[config.mk]
export PLATFORM = sky130hd
export DESIGN_NAME = ps2_key_tracker
export DESIGN_NICKNAME = d
export VERILOG_FILES = /design/src/rtl/ps2_pkg.sv /design/src/rtl/ps2_scan2ascii.sv /design/src/rtl/ps2_key_tracker.sv
export SDC_FILE = /design/constraint.sdc
export NUM_CORES = 1
export LEC_CHECK = 0
export CAP_MARGIN = 20
export CORE_ASPECT_RATIO = 0.5
export CORE_MARGIN = 3
export CORE_UTILIZATION = 35
export CTS_CLUSTER_DIAMETER = 60
export CTS_CLUSTER_SIZE = 16
export DETAILED_ROUTE_END_ITERATION = 10
export HOLD_SLACK_MARGIN = 0.12
export SLEW_MARGIN = 20
export SYNTH_ARGS = -nofsm -noshare
export SYNTH_HDL_FRONTEND = slang
export SYNTH_SLANG_ARGS = --single-unit
[constraint.sdc]
create_clock -name clk -period 2.1 [get_ports clk]
set_input_delay 0.21 -clock clk [delete_from_list [all_inputs] [get_ports clk]]
set_output_delay 0.21 -clock clk [all_outputs]
set_load 0.02 [all_outputs]
[src/rtl/ps2_pkg.sv]
// Shared types and constants for the PS/2 keyboard front end.
package ps2_pkg;

  // Frame receiver states: start bit, 8 data bits, parity bit, stop bit.
  typedef enum logic [1:0] {
    RX_IDLE   = 2'd0,
    RX_DATA   = 2'd1,
    RX_PARITY = 2'd2,
    RX_STOP   = 2'd3
  } rx_state_e;

  localparam logic [7:0] SC_BREAK   = 8'hF0;
  localparam logic [7:0] SC_EXT     = 8'hE0;
  localparam int         FRAME_BITS = 11;

endpackage

[src/rtl/ps2_scan2ascii.sv]
// Scan code set 2 to ASCII lookup: lowercase letters, digits and space.
// Anything not listed maps to 0x00.
module ps2_scan2ascii (
  input  logic [7:0] scan_code,
  output logic [7:0] ascii
);

  // Pure combinational ROM; the tracker registers the result.
  always_comb begin
    ascii = 8'h00;
    case (scan_code)
      8'h1C: ascii = 8'h61; // a
      8'h32: ascii = 8'h62; // b
      8'h21: ascii = 8'h63; // c
      8'h23: ascii = 8'h64; // d
      8'h24: ascii = 8'h65; // e
      8'h2B: ascii = 8'h66; // f
      8'h34: ascii = 8'h67; // g
      8'h33: ascii = 8'h68; // h
      8'h43: ascii = 8'h69; // i
      8'h3B: ascii = 8'h6A; // j
      8'h42: ascii = 8'h6B; // k
      8'h4B: ascii = 8'h6C; // l
      8'h3A: ascii = 8'h6D; // m
      8'h31: ascii = 8'h6E; // n
      8'h44: ascii = 8'h6F; // o
      8'h4D: ascii = 8'h70; // p
      8'h15: ascii = 8'h71; // q
      8'h2D: ascii = 8'h72; // r
      8'h1B: ascii = 8'h73; // s
      8'h2C: ascii = 8'h74; // t
      8'h3C: ascii = 8'h75; // u
      8'h2A: ascii = 8'h76; // v
      8'h1D: ascii = 8'h77; // w
      8'h22: ascii = 8'h78; // x
      8'h35: ascii = 8'h79; // y
      8'h1A: ascii = 8'h7A; // z
      8'h45: ascii = 8'h30; // 0
      8'h16: ascii = 8'h31; // 1
      8'h1E: ascii = 8'h32; // 2
      8'h26: ascii = 8'h33; // 3
      8'h25: ascii = 8'h34; // 4
      8'h2E: ascii = 8'h35; // 5
      8'h36: ascii = 8'h36; // 6
      8'h3D: ascii = 8'h37; // 7
      8'h3E: ascii = 8'h38; // 8
      8'h46: ascii = 8'h39; // 9
      8'h29: ascii = 8'h20; // space
      default: ascii = 8'h00;
    endcase
  end

endmodule

[src/rtl/ps2_key_tracker.sv]
// PS/2 keyboard front end: synchronizes the raw lines, deframes 11-bit
// device-to-host frames and tracks the currently held key, its ASCII
// translation and a count of new presses.
//
// Internal byte handshake: byte_valid_q is a single-cycle strobe qualifying
// byte_q; there is no back-pressure, the interpreter consumes every strobe
// in the cycle it appears. frame_err_q is a single-cycle strobe that is
// never asserted together with byte_valid_q.
module ps2_key_tracker
  import ps2_pkg::*;
#(
  parameter int TIMEOUT_CYCLES = 5000,
  parameter int CNT_W          = 8
) (
  input  logic             clk,
  input  logic             rst,
  input  logic             ps2_clk,
  input  logic             ps2_data,
  output logic [7:0]       key_data,
  output logic [7:0]       key_ascii,
  output logic [CNT_W-1:0] key_count,
  output logic             key_down,
  output logic             key_ext,
  output logic             frame_err
);

  localparam int TMO_W = $clog2(TIMEOUT_CYCLES + 1);
  localparam logic [TMO_W-1:0] TMO_LAST = TMO_W'(TIMEOUT_CYCLES - 1);

  // ---------------------------------------------------------------------
  // Line synchronizers and falling-edge detect
  // ---------------------------------------------------------------------
  logic ps2_clk_meta_q, ps2_clk_sync_q, ps2_clk_prev_q;
  logic ps2_data_meta_q, ps2_data_sync_q;
  logic fall_edge;
  logic bit_in;

  // Two-flop synchronizers plus a history flop for edge detection. Reset
  // to 0 so the idle-high line after reset shows a rise, never a fall.
  always_ff @(posedge clk or posedge rst) begin
    if (rst) begin
      ps2_clk_meta_q  <= 1'b0;
      ps2_clk_sync_q  <= 1'b0;
      ps2_clk_prev_q  <= 1'b0;
      ps2_data_meta_q <= 1'b0;
      ps2_data_sync_q <= 1'b0;
    end else begin
      ps2_clk_meta_q  <= ps2_clk;
      ps2_clk_sync_q  <= ps2_clk_meta_q;
      ps2_clk_prev_q  <= ps2_clk_sync_q;
      ps2_data_meta_q <= ps2_data;
      ps2_data_sync_q <= ps2_data_meta_q;
    end
  end

  assign fall_edge = ps2_clk_prev_q & ~ps2_clk_sync_q;
  assign bit_in    = ps2_data_sync_q;

  // ---------------------------------------------------------------------
  // Frame receiver
  // ---------------------------------------------------------------------
  rx_state_e        rx_state_q, rx_state_d;
  logic [2:0]       bit_cnt_q, bit_cnt_d;
  logic [7:0]       shift_q, shift_d;
  logic             par_ok_q, par_ok_d;
  logic [TMO_W-1:0] tmo_cnt_q, tmo_cnt_d;
  logic [7:0]       byte_q, byte_d;
  logic             byte_valid_q, byte_valid_d;
  logic             frame_err_q, frame_err_d;

  // Receiver state and datapath registers.
  always_ff @(posedge clk or posedge rst) begin
    if (rst) begin
      rx_state_q   <= RX_IDLE;
      bit_cnt_q    <= 3'd0;
      shift_q      <= 8'h00;
      par_ok_q     <= 1'b0;
      tmo_cnt_q    <= '0;
      byte_q       <= 8'h00;
      byte_valid_q <= 1'b0;
      frame_err_q  <= 1'b0;
    end else begin
      rx_state_q   <= rx_state_d;
      bit_cnt_q    <= bit_cnt_d;
      shift_q      <= shift_d;
      par_ok_q     <= par_ok_d;
      tmo_cnt_q    <= tmo_cnt_d;
      byte_q       <= byte_d;
      byte_valid_q <= byte_valid_d;
      frame_err_q  <= frame_err_d;
    end
  end

  // Next-state: step one bit per ps2_clk falling edge; abandon a frame
  // whose clock stalls for TIMEOUT_CYCLES.
  always_comb begin
    rx_state_d   = rx_state_q;
    bit_cnt_d    = bit_cnt_q;
    shift_d      = shift_q;
    par_ok_d     = par_ok_q;
    byte_d       = byte_q;
    byte_valid_d = 1'b0;
    frame_err_d  = 1'b0;

    if (rx_state_q == RX_IDLE || fall_edge) begin
      tmo_cnt_d = '0;
    end else begin
      tmo_cnt_d = tmo_cnt_q + 1'b1;
    end

    if (rx_state_q != RX_IDLE && !fall_edge && tmo_cnt_q == TMO_LAST) begin
      rx_state_d  = RX_IDLE;
      frame_err_d = 1'b1;
      tmo_cnt_d   = '0;
    end else if (fall_edge) begin
      case (rx_state_q)
        RX_IDLE: begin
          // A high level on an edge is not a start bit; stay put.
          if (!bit_in) begin
            rx_state_d = RX_DATA;
            bit_cnt_d  = 3'd0;
          end
        end
        RX_DATA: begin
          shift_d   = {bit_in, shift_q[7:1]};
          bit_cnt_d = bit_cnt_q + 3'd1;
          if (bit_cnt_q == 3'd7) begin
            rx_state_d = RX_PARITY;
          end
        end
        RX_PARITY: begin
          // Odd parity over data plus parity bit.
          par_ok_d   = ^{shift_q, bit_in};
          rx_state_d = RX_STOP;
        end
        RX_STOP: begin
          if (bit_in && par_ok_q) begin
            byte_valid_d = 1'b1;
            byte_d       = shift_q;
          end else begin
            frame_err_d = 1'b1;
          end
          rx_state_d = RX_IDLE;
        end
        default: rx_state_d = RX_IDLE;
      endcase
    end
  end

  // ---------------------------------------------------------------------
  // Scan-code interpreter
  // ---------------------------------------------------------------------
  logic             brk_q, brk_d;
  logic             ext_q, ext_d;
  logic [7:0]       key_data_q, key_data_d;
  logic [7:0]       key_ascii_q, key_ascii_d;
  logic [CNT_W-1:0] key_count_q, key_count_d;
  logic             key_down_q, key_down_d;
  logic             key_ext_q, key_ext_d;
  logic [7:0]       rom_ascii;
  logic             held_match;

  ps2_scan2ascii u_scan2ascii (
    .scan_code (byte_q),
    .ascii     (rom_ascii)
  );

  assign held_match = key_down_q && (ext_q == key_ext_q) && (byte_q == key_data_q);

  // Interpreter and output registers.
  always_ff @(posedge clk or posedge rst) begin
    if (rst) begin
      brk_q       <= 1'b0;
      ext_q       <= 1'b0;
      key_data_q  <= 8'h00;
      key_ascii_q <= 8'h00;
      key_count_q <= '0;
      key_down_q  <= 1'b0;
      key_ext_q   <= 1'b0;
    end else begin
      brk_q       <= brk_d;
      ext_q       <= ext_d;
      key_data_q  <= key_data_d;
      key_ascii_q <= key_ascii_d;
      key_count_q <= key_count_d;
      key_down_q  <= key_down_d;
      key_ext_q   <= key_ext_d;
    end
  end

  // Apply prefixes, make and break codes; key_data and key_ascii always
  // change together so the display never sees a mixed pair.
  always_comb begin
    brk_d       = brk_q;
    ext_d       = ext_q;
    key_data_d  = key_data_q;
    key_ascii_d = key_ascii_q;
    key_count_d = key_count_q;
    key_down_d  = key_down_q;
    key_ext_d   = key_ext_q;

    if (byte_valid_q) begin
      if (byte_q == SC_EXT) begin
        ext_d = 1'b1;
      end else if (byte_q == SC_BREAK) begin
        brk_d = 1'b1;
      end else begin
        if (!brk_q) begin
          // A make of the already-held key is typematic repeat.
          if (!held_match) begin
            key_data_d  = byte_q;
            key_ext_d   = ext_q;
            key_down_d  = 1'b1;
            key_ascii_d = ext_q ? 8'h00 : rom_ascii;
            key_count_d = key_count_q + 1'b1;
          end
        end else if (held_match) begin
          key_data_d  = 8'h00;
          key_ascii_d = 8'h00;
          key_ext_d   = 1'b0;
          key_down_d  = 1'b0;
        end
        brk_d = 1'b0;
        ext_d = 1'b0;
      end
    end
  end

  assign key_data  = key_data_q;
  assign key_ascii = key_ascii_q;
  assign key_count = key_count_q;
  assign key_down  = key_down_q;
  assign key_ext   = key_ext_q;
  assign frame_err = frame_err_q;

endmodule

## Word-level counts from Yosys, hierarchy flattened

Memory sizes are Yosys's and may differ from the RTL's.
Cells that the tools add are included.
W data, S select, Z words.

| word-level totals | value |
|---|---|
| ROM bits | 896 |
| output and inout bits | 27 |
| logic and storage cells | 99 |
| flip-flop bits (word level) | 70 |
| input bits | 4 |
| memories | 1 |

| cells by class | value |
|---|---|
| eq/ne operators | 15 |
| $add $sub $neg | 3 |
| reduce and logical (&&, ||, !) cells | 21 |
| bitwise operators | 7 |
| mux-type cells | 32 |

Memory list:

| name | depth | width | read ports | clocked after memory_dff | write ports | RTL line | source |
|---|---|---|---|---|---|---|---|
| (no name shown) | 128 | 7 | 1 | 0 | 0 | ps2_scan2ascii.sv:11 | `case (scan_code)` |

Operators by type and width:

| kind | count |
|---|---|
| $mux W8 | 7 |
| $mux W13 | 2 |
| $eq A8 B8 Y1 const B | 2 |
| $mux W1 | 16 |
| $add A13 B1 Y13 const B | 1 |
| $eq A13 B13 Y1 const B | 1 |
| $reduce_and A5 Y1 | 2 |
| $reduce_and A3 Y1 | 3 |
| $reduce_xor A9 Y1 | 1 |
| $add A8 B1 Y8 const B | 1 |
| $eq A8 B8 Y1 | 1 |
| $mux W2 | 4 |
| $pmux W2 S4 | 1 |
| $reduce_and A4 Y1 | 2 |
| $ne A2 B2 Y1 const B | 3 |
| $not A1 Y1 | 6 |
| $pmux W3 S2 | 1 |
| $reduce_bool A2 Y1 | 3 |
| $logic_and A1 B1 Y1 | 5 |
| $eq A2 B2 Y1 const B | 2 |
| $reduce_and A2 Y1 | 2 |
| $add A3 B1 Y3 const B | 1 |
| $eq A3 B3 Y1 const B | 1 |
| $mux W3 | 1 |
| 9 further kinds | 9 |

## Depth between registers and ports, before layout

Gate-level depths: netlist of run 1.

| logic depth | value |
|---|---|
| depth after elaboration | 7 |
| depth in mapped cells | 8 |
| depth with buffers taken out | 7 |

## Hierarchy

From an unflattened synthesis of run 1, not the netlist that was laid out.

| second synthesis, totals | value |
|---|---|
| cells, all modules | 416 |
| area, all modules | 4180.3 sq um |

Modules (own cells, without submodules):

| module | cells each | times used | seq. area each (sq um) | area each (sq um) |
|---|---|---|---|---|
| ps2_key_tracker | 294 | 1 | 1751.7 | 3360.7 |
| ps2_scan2ascii | 122 | 1 | 0.0 | 819.5 |

## Worst setup path after synthesis of run 1

Ideal clock, no wire load.

| timing | value |
|---|---|
| path type | reg-to-reg |
| from | reg byte_q[1] |
| to | reg key_count_q[1] (netlist: key_count[1]) |
| data arrival time | 1.923 ns |
| data required time | 1.975 ns |
| setup slack | 0.052 ns |
| stages on the path, launching flop included | 9 |
| setup time | 0.125 ns |
| period minus slack after synthesis | 2.048 ns |
| cell sequence | dfrtp_1 -> buf_6 -> inv_1 -> ha_1 -> nand4b_1 -> o21a_1 -> nand2_1 -> nor2_1 -> mux2_2 |

| on the way | value |
|---|---|
| longest elaborated chain between the ends | 4 |

Ends and longest elaborated chain:

| item | RTL line | source |
|---|---|---|
| start: declaration | ps2_key_tracker.sv:67 | `logic [7:0] byte_q, byte_d;` |
| start signal: assignment | ps2_key_tracker.sv:88 | `byte_q <= byte_d;` |
| $eq A8 B8 Y1 | ps2_key_tracker.sv:168 | `assign held_match = key_down_q && (ext_q == key_ext_q) && (byte_q == key_data_q);` |
| $logic_and A1 B1 Y1 | ps2_key_tracker.sv:168 |  |
| $not A1 Y1 (no source line) | -- |  |
| $reduce_and A5 Y1 (no source line) (*) | -- |  |
| end signal: assignment | ps2_key_tracker.sv:185 | `key_count_q <= key_count_d;` |
| end: declaration | ps2_key_tracker.sv:157 | `logic [CNT_W-1:0] key_count_q, key_count_d;` |

Every way passes the cells marked *; elsewhere a longest branch is shown, timed or not.
A chain may end at the register's enable or synchronous reset.

## Worst setup path after layout of run 1

| timing | value |
|---|---|
| from | reg byte_q[1] |
| to | reg key_data_q[7] (netlist: key_data[7]) |

| on the way | value |
|---|---|
| longest elaborated chain between the ends | 4 |

Ends and longest elaborated chain:

| item | RTL line | source |
|---|---|---|
| $eq A8 B8 Y1 | ps2_key_tracker.sv:168 |  |
| $logic_and A1 B1 Y1 | ps2_key_tracker.sv:168 |  |
| $ne A2 B1 Y1 (no source line) / $ne A2 B2 Y1 (equally long branches) | -- |  |
| $reduce_and A5 Y1 (no source line) (*) | -- |  |
| end signal: assignment | ps2_key_tracker.sv:183 | `key_data_q <= key_data_d;` |
| end: declaration | ps2_key_tracker.sv:155 | `logic [7:0] key_data_q, key_data_d;` |

Marks and branches as above.

==> results of run 1 <==
metal layers:
layer | track usage [%] | share of wire (%)
met1 | 21.33 | 46
met5 | 0 | 0
met2 | 25.04 | 47
met4 | 4.464 | 1.2
met3 | 5.622 | 5.9
per-stage QoR:
stage | util (%) | setup slack, ns | setup TNS (ns)
floorplan | - | 0.05181 | 0
global route | 44.71 | 0.008314 | 0
global placement | 42.14 | -0.05103 | -0.08953
detailed placement | 42.14 | 0.05236 | 0
CTS | 44.64 | 0.03506 | 0
finish | 44.71 | 0.1166 | 0
sequential cells by signal, indices dropped and copies added, names as in the netlist, 2 cells and up:
| register | cells |
|---|---|
| byte_q | 8 |
| rx_state_q | 2 |
| key_count | 8 |
| tmo_cnt_q | 13 |
| shift_q | 8 |
| key_data | 8 |
| key_ascii | 7 |
| bit_cnt_q | 3 |
layout by cell type, fill, tap and decap left out, drive strengths merged, types with 8 or more instances in the layout:
master         count
clkbuf            10
xnor2             15
nand4              8
xor2              21
buf               36
clkdlybuf4s50     29
nand2             31
mux2              13
and3               8
a21oi             13
o2bb2ai            9
dfrtp             69
inv               11
ha                15
o21ai             23
nor2b             13
nor2              26
a31oi              9
worst max-delay path: stages (launching register included):
cell and delay (ns):
dfrtp_1 0.44, xor2_2 0.18, nor4_4 0.31, and3_1 0.27, buf_12 0.18, o21ai_4 0.10, a221o_1 0.37
power groups by stage:
stage | registers (mW) | clock network [mW] | logic (mW)
6_report | 1.69 | 1.38 | 1.31
5_1_grt | 1.72 | 1.50 | 1.46
4_1_cts | 1.69 | 1.43 | 1.32
3_5_place_dp | 1.71 | 0 | 1.30
3_3_place_gp | 1.71 | 0 | 1.29
2_1_floorplan | 1.69 | 0 | 0.990
area by class of cell:
| class | instances | area [um2] | area share, % |
|---|---|---|---|
| tap | 145 | 181.4 | 3.640 |
| clock buffer | 10 | 239.0 | 4.794 |
| clock inverter | 6 | 38.79 | 0.7781 |
| sequential | 69 | 1727 | 34.64 |
| multi-input combinational | 301 | 2160 | 43.32 |
| inverter | 11 | 41.29 | 0.8283 |
| timing repair buffer | 65 | 598.1 | 12.00 |
worst paths after layout:
check                          startpoint              end  depth (start not counted)
max in group asynchronous             rst     key_ascii[2]                          3
hold reg to reg            ps2_clk_meta_q   ps2_clk_sync_q                          0
hold / removal                        rst   ps2_clk_meta_q                          2
setup / recovery                byte_q[1]      key_data[7]                          6
min in group clk                 ps2_data  ps2_data_meta_q                          1
setup reg to reg                byte_q[1]      key_data[7]                          6
kinds of logic after synthesis:
family,Yosys count
AND/OR/NAND/NOR,134
buffers and inverters,35
adder cells (fa/ha/maj),15
other,1
XOR/XNOR,36
AO/OA/AOI/OAI,99
multiplexers,16
flip-flops,69
==> impl_metrics.csv, run 1 <==
group,metric,value,unit
place,numPortBuffers,29,
power_and_ir_drop,p_int,2.958,mW
power_and_ir_drop,clockPowerShare,31.5,%
detailed_routing,ant_nets,0,
detailed_routing,via_per_inst,5.412,
synth,synthTopCellsByArea,"dfrtp_1 (42%), ha_1 (4.6%), xor2_1 (4.3%), mux2_2 (3.6%), xnor2_1 (3.2%)",
synth,yosys.area.top_type,"dfrtp_1",
clock_tree,cts_tree,"yes",
synth,ys_ff_latch,69,
synth,yosys-top-cells-count,"dfrtp_1 (69), nand2_1 (31), nor2_1 (26)",
clock_tree,clock_path_buffers,2,
clock_tree,clkLatencyLatePin,0.33,ns
timing,period_needed,1.983,ns
finish,final_cell_count_no_fill,607,
power_and_ir_drop,powerDensity,879.9,nW/um2
floorplanning,start_util,36.45,%
synth,synth_cells,405,
setup_path,worstPathRequired,2.31,ns
detailed_routing,dr.pass1.iters,4,
timing,fin_crit_sh,94.45,%
global_route,first_global_vias,3149,
clock_tree,cts.hold.buffers_added,0,
timing,hold_violations,0,
synth,yosysTopAreaCellShare,42.49,%
clock_tree,clkTransAtPathRegs,0.06,ns
finish,final_layout_size_suffix_gt1_share,16.23,%
synth,synth.most_common_cell,"dfrtp_1",
timing,grt_setup_unrepaired,"false",
synth,yosysWarnings,0,
power_and_ir_drop,leakage,2.176,nW
floorplanning,num_rows,27,
global_route,grt_max_degree,41,
timing,worst_pin_slew,0.5755,ns
run_status,status,"completed",
global_route,antenna_found_initial,0,
synth,synth_compound_area_share,17.36,%
timing,finClkSkew,0.009223,ns
clock_tree,cts.sinks,69,
timing,slew_headroom,61.33,%
timing,achievable-frequency,0.5042,GHz
floorplanning,dieArea,13020,um2
timing,holdWs,0.1505,ns
timing,setup-violations-final,0,
detailed_routing,drcViolationCount,0,
power_and_ir_drop,comb_power_share,29.9,%
power_and_ir_drop,ir_drop,0.5580,mV
power_and_ir_drop,switching_share,32.56,%
finish,antenna-diode-count,0,
global_route,grt.overflow.total,0,
synth,synth-xor-area-share,7.943,%
detailed_routing,vias,3285,
global_route,grt_pass1_wl,16280,um
synth,syn_area,4064,um2
run,cap_violations,0,
synth,synth_seq_area_share,42.49,%
place,dpl-instance-area,4698,um2
synth,synth.distinct_cells,64,
synth,synthAdderAreaFrac,4.618,%
synth,syn_nets,424,
place,gp_congestion,0.9003,
floorplanning,dieHeight,82.20,um
clock_tree,post_cts_resized,0,
synth,async_flop_share,100.0,%
detailed_routing,drtIter0Drc,244,
detailed_routing,wl,9664,um
finish,area_growth,22.66,%
place,dp_hpwl,6952,um
detailed_routing,drt-wirelength-per-cell,15.92,um
setup_path,reg2reg_slack,0.12,ns
floorplanning,fp.dieW,158.4,um
floorplanning,core_area,11150,um2
timing,maxSlewViolCount,0,
setup_path,cp.arrival,2.19,ns
finish,fillers,1061,
synth,synth_top_family_by_area,"simple AND/OR/NAND/NOR gates",
power_and_ir_drop,seqPwrFrac,38.6,%
setup_path,crit_path_end_kind,"flop",
setup_path,path_class,"flop to flop",
finish,postLayoutCellArea,4985,um2
global_route,grt_usage,16.05,%
clock_tree,h-tree-depth,3,
synth,synth_edf_count,0,
power_and_ir_drop,total_power,4.386,mW
setup_path,crit_path_start_kind,"flop",
synth,muxShareOfSynthArea,4.341,%
synth,synth.avg_cell_area,10.03,um2
finish,finalNetCount,476,
clock_tree,cts_setup_buffers,0,
power_and_ir_drop,power.switching,1.428,mW
synth,synth_flop_cell,"dfrtp_1",
place,dp_cells,591,
setup_path,path_max_fanout,20,
floorplanning,io_pins,31,
clock_tree,cts_buffers,9,
clock_tree,cts-root-buf,"clkbuf_16",
min_path,min_path_type,"input pin to asynchronous set/reset pin",
synth,synth-simple-area-share,18.57,%
(Power assumes the default switching activity.)
==> run 2: changes to the inputs <==
--- a/config.mk
+++ b/config.mk
@@ -12,7 +12,7 @@
 export CTS_CLUSTER_DIAMETER = 60
 export CTS_CLUSTER_SIZE = 16
 export DETAILED_ROUTE_END_ITERATION = 10
-export HOLD_SLACK_MARGIN = 0.12
+export HOLD_SLACK_MARGIN = 0.03
 export SLEW_MARGIN = 20
 export SYNTH_ARGS = -nofsm -noshare
 export SYNTH_HDL_FRONTEND = slang
==> constraint.sdc (replaced) <==
create_clock -name clk -period 2.51 [get_ports clk]
set_input_delay 0.251 -clock clk [delete_from_list [all_inputs] [get_ports clk]]
set_output_delay 0.251 -clock clk [all_outputs]
set_load 0.02 [all_outputs]
==> run 2 against run 1 <==
Register-to-register slack improved by 0.12 ns. Global-route usage is 0.99 points lower. Clock-buffer cell count up 1. Final cell count decreased by 3.3%. Maximum frequency shrank 13%. Clock power fell by 8%. Combinational power shrank 21%. Highest routed layer unchanged.
==> impl_metrics.csv, run 2 (synthesized netlist as in run 1, its figures left out) <==
group,metric,value,unit
run_status,status,"completed",
detailed_routing,wl,9231,um
detailed_routing,drtIter0Drc,218,
timing,hold_violations,0,
clock_tree,cts_tree,"yes",
setup_path,rr_worst_depth,8,
clock_tree,h-tree-depth,3,
setup_path,cp-startpoint,"byte_q[1]",
clock_tree,cts_setup_buffers,0,
setup_path,endpoint,"key_ascii[6]",
setup_path,reg2reg_slack,0.24,ns
power_and_ir_drop,clockPowerShare,34.2,%
power_and_ir_drop,ir_drop,0.3817,mV
detailed_routing,dr.pass1.iters,7,
global_route,first_global_vias,3047,
finish,utilization,43.33,%
floorplanning,start_util,36.45,%
clock_tree,cts.sinks,69,
finish,area_growth,18.87,%
run,cap_violations,0,
floorplanning,num_rows,27,
global_route,grt_max_degree,39,
global_route,antenna_found_initial,0,
place,dp_cells,572,
timing,finClkSkew,0.005391,ns
clock_tree,post_cts_resized,0,
finish,final_layout_size_suffix_gt1_share,11.99,%
setup_path,path_max_fanout,12,
place,dpl-instance-area,4531,um2
min_path,min_path_type,"flop to flop",
place,dp_hpwl,6562,um
clock_tree,cts.hold.buffers_added,0,
finish,postLayoutCellArea,4831,um2
timing,fin_crit_sh,90.56,%
power_and_ir_drop,leakage,2.085,nW
power_and_ir_drop,powerDensity,767.7,nW/um2
timing,finalSetupTns,0,ns
place,numPortBuffers,29,
global_route,grt.overflow.total,0,
power_and_ir_drop,seqPwrFrac,38.1,%
clock_tree,clkLatencyLatePin,0.33,ns
finish,largest_reg_flops,13,
finish,final_cell_count_no_fill,587,
timing,slew_headroom,47.70,%
power_and_ir_drop,total_power,3.709,mW
finish,regMostFlops,"tmo_cnt_q",
setup_path,r2r_end,"key_ascii[6]",
finish,finalNetCount,457,
power_and_ir_drop,power.switching,1.150,mW
finish,final_common_cell,"dfrtp_1",
global_route,grt_usage,15.06,%
power_and_ir_drop,p_int,2.559,mW
timing,worst_pin_slew,0.7834,ns
finish,fillers,1085,
setup_path,crit_path_start_kind,"flop",
finish,antenna-diode-count,0,
detailed_routing,ant_nets,0,
setup_path,cp.arrival,2.47,ns
floorplanning,fp.dieW,158.4,um
global_route,grt_pass1_wl,15480,um
timing,achievable-frequency,0.4399,GHz
power_and_ir_drop,switching_share,31.01,%
floorplanning,io_pins,31,
detailed_routing,drcViolationCount,0,
clock_tree,cts_buffers,9,
detailed_routing,via_per_inst,5.365,
setup_path,crit_path_end_kind,"flop",
floorplanning,dieArea,13020,um2
timing,period_needed,2.273,ns
floorplanning,core_area,11150,um2
place,gp_congestion,0.9119,
detailed_routing,drt-wirelength-per-cell,15.73,um
power_and_ir_drop,comb_power_share,27.7,%
clock_tree,clkTransAtPathRegs,0.06,ns
detailed_routing,vias,3149,
clock_tree,cts-root-buf,"clkbuf_16",
floorplanning,dieHeight,82.20,um
setup_path,path_class,"flop to flop",
setup_path,worstPathRequired,2.71,ns
timing,setup-violations-final,0,
clock_tree,clock_path_buffers,2,
timing,maxSlewViolCount,0,
setup_path,rr_startpoint,"byte_q[1]",
finish,final_cell_mix,"dfrtp_1 (69), nand2_1 (31), clkdlybuf4s50_1 (29)",
timing,grt_setup_unrepaired,"false",
[run 2: cell types whose count changed in the layout (fill, tap and decap cells not counted), sizes merged]
cell,previous run,this run
buf,36,17
clkinv,4,2
bufinv,0,1
clkbuf,10,11
clkinvlp,2,1
[run 2: through the flow]
stage | setup slack [ns] | hold slack [ns]
6_report | 0.2370 | 0.3466
3_3_place_gp | 0.3326 | 0.3351
4_1_cts | 0.2853 | 0.3493
5_1_grt | 0.005814 | 0.3553
2_1_floorplan | 0.4618 | 0.2824
3_5_place_dp | 0.3021 | 0.3370
[run 2: power by group through the flow]
stage | Combinational, mW | Clock (mW) | Sequential, mW
2_1_floorplan | 0.829 | 0 | 1.41
3_5_place_dp | 1.03 | 0 | 1.43
3_3_place_gp | 1.02 | 0 | 1.43
6_report | 1.03 | 1.27 | 1.41
5_1_grt | 1.16 | 1.36 | 1.44
4_1_cts | 1.04 | 1.30 | 1.41
[run 2: area by class of cell]
| cell class | count | area, um2 | share of cell area (%) |
|---|---|---|---|
| clock buffer | 11 | 252.7 | 5.232 |
| sequential | 69 | 1727 | 35.74 |
| timing repair buffer | 46 | 430.4 | 8.910 |
| tap | 145 | 181.4 | 3.756 |
| inverter | 11 | 41.29 | 0.8547 |
| clock inverter | 4 | 47.55 | 0.9842 |
| multi-input combinational | 301 | 2151 | 44.52 |
[run 2: worst min-delay path by stage]
stage,to,cells after the start,slack (ns),startpoint
CTS,ps2_clk_sync_q,0,0.35,ps2_clk_meta_q
global route,ps2_data_meta_q,1,0.36,ps2_data
global placement,ps2_clk_sync_q,0,0.34,ps2_clk_meta_q
finish,ps2_clk_sync_q,0,0.35,ps2_clk_meta_q
floorplan,ps2_clk_meta_q,0,0.28,ps2_clk
detailed placement,ps2_clk_sync_q,0,0.34,ps2_clk_meta_q
[run 2: critical path: stages, from the launching register on]
cell       delay, ns
dfrtp_1         0.58
inv_1           0.12
buf_4           0.18
ha_1            0.27
and2_1          0.21
o21ai_0         0.34
a21boi_0        0.15
a41oi_1         0.21
o2bb2ai_1       0.08
[run 2: routing by layer]
layer | wire [um] | GRT usage (%) | up-vias
met5 | 0 | 0 | -
met4 | 124 | 5.150 | 0
met1 | 4519 | 20.28 | 1537
met3 | 389 | 3.332 | 14
li1 | - | - | 1543
met2 | 4198 | 24.24 | 55
==> run 3: changes to the inputs <==
--- a/config.mk
+++ b/config.mk
@@ -5,7 +5,6 @@
 export SDC_FILE = /design/constraint.sdc
 export NUM_CORES = 1
 export LEC_CHECK = 0
-export CAP_MARGIN = 20
 export CORE_ASPECT_RATIO = 0.5
 export CORE_MARGIN = 3
 export CORE_UTILIZATION = 35
==> results of run 3 <==
Final layout, timing and power as in run 2 (identical DEF).
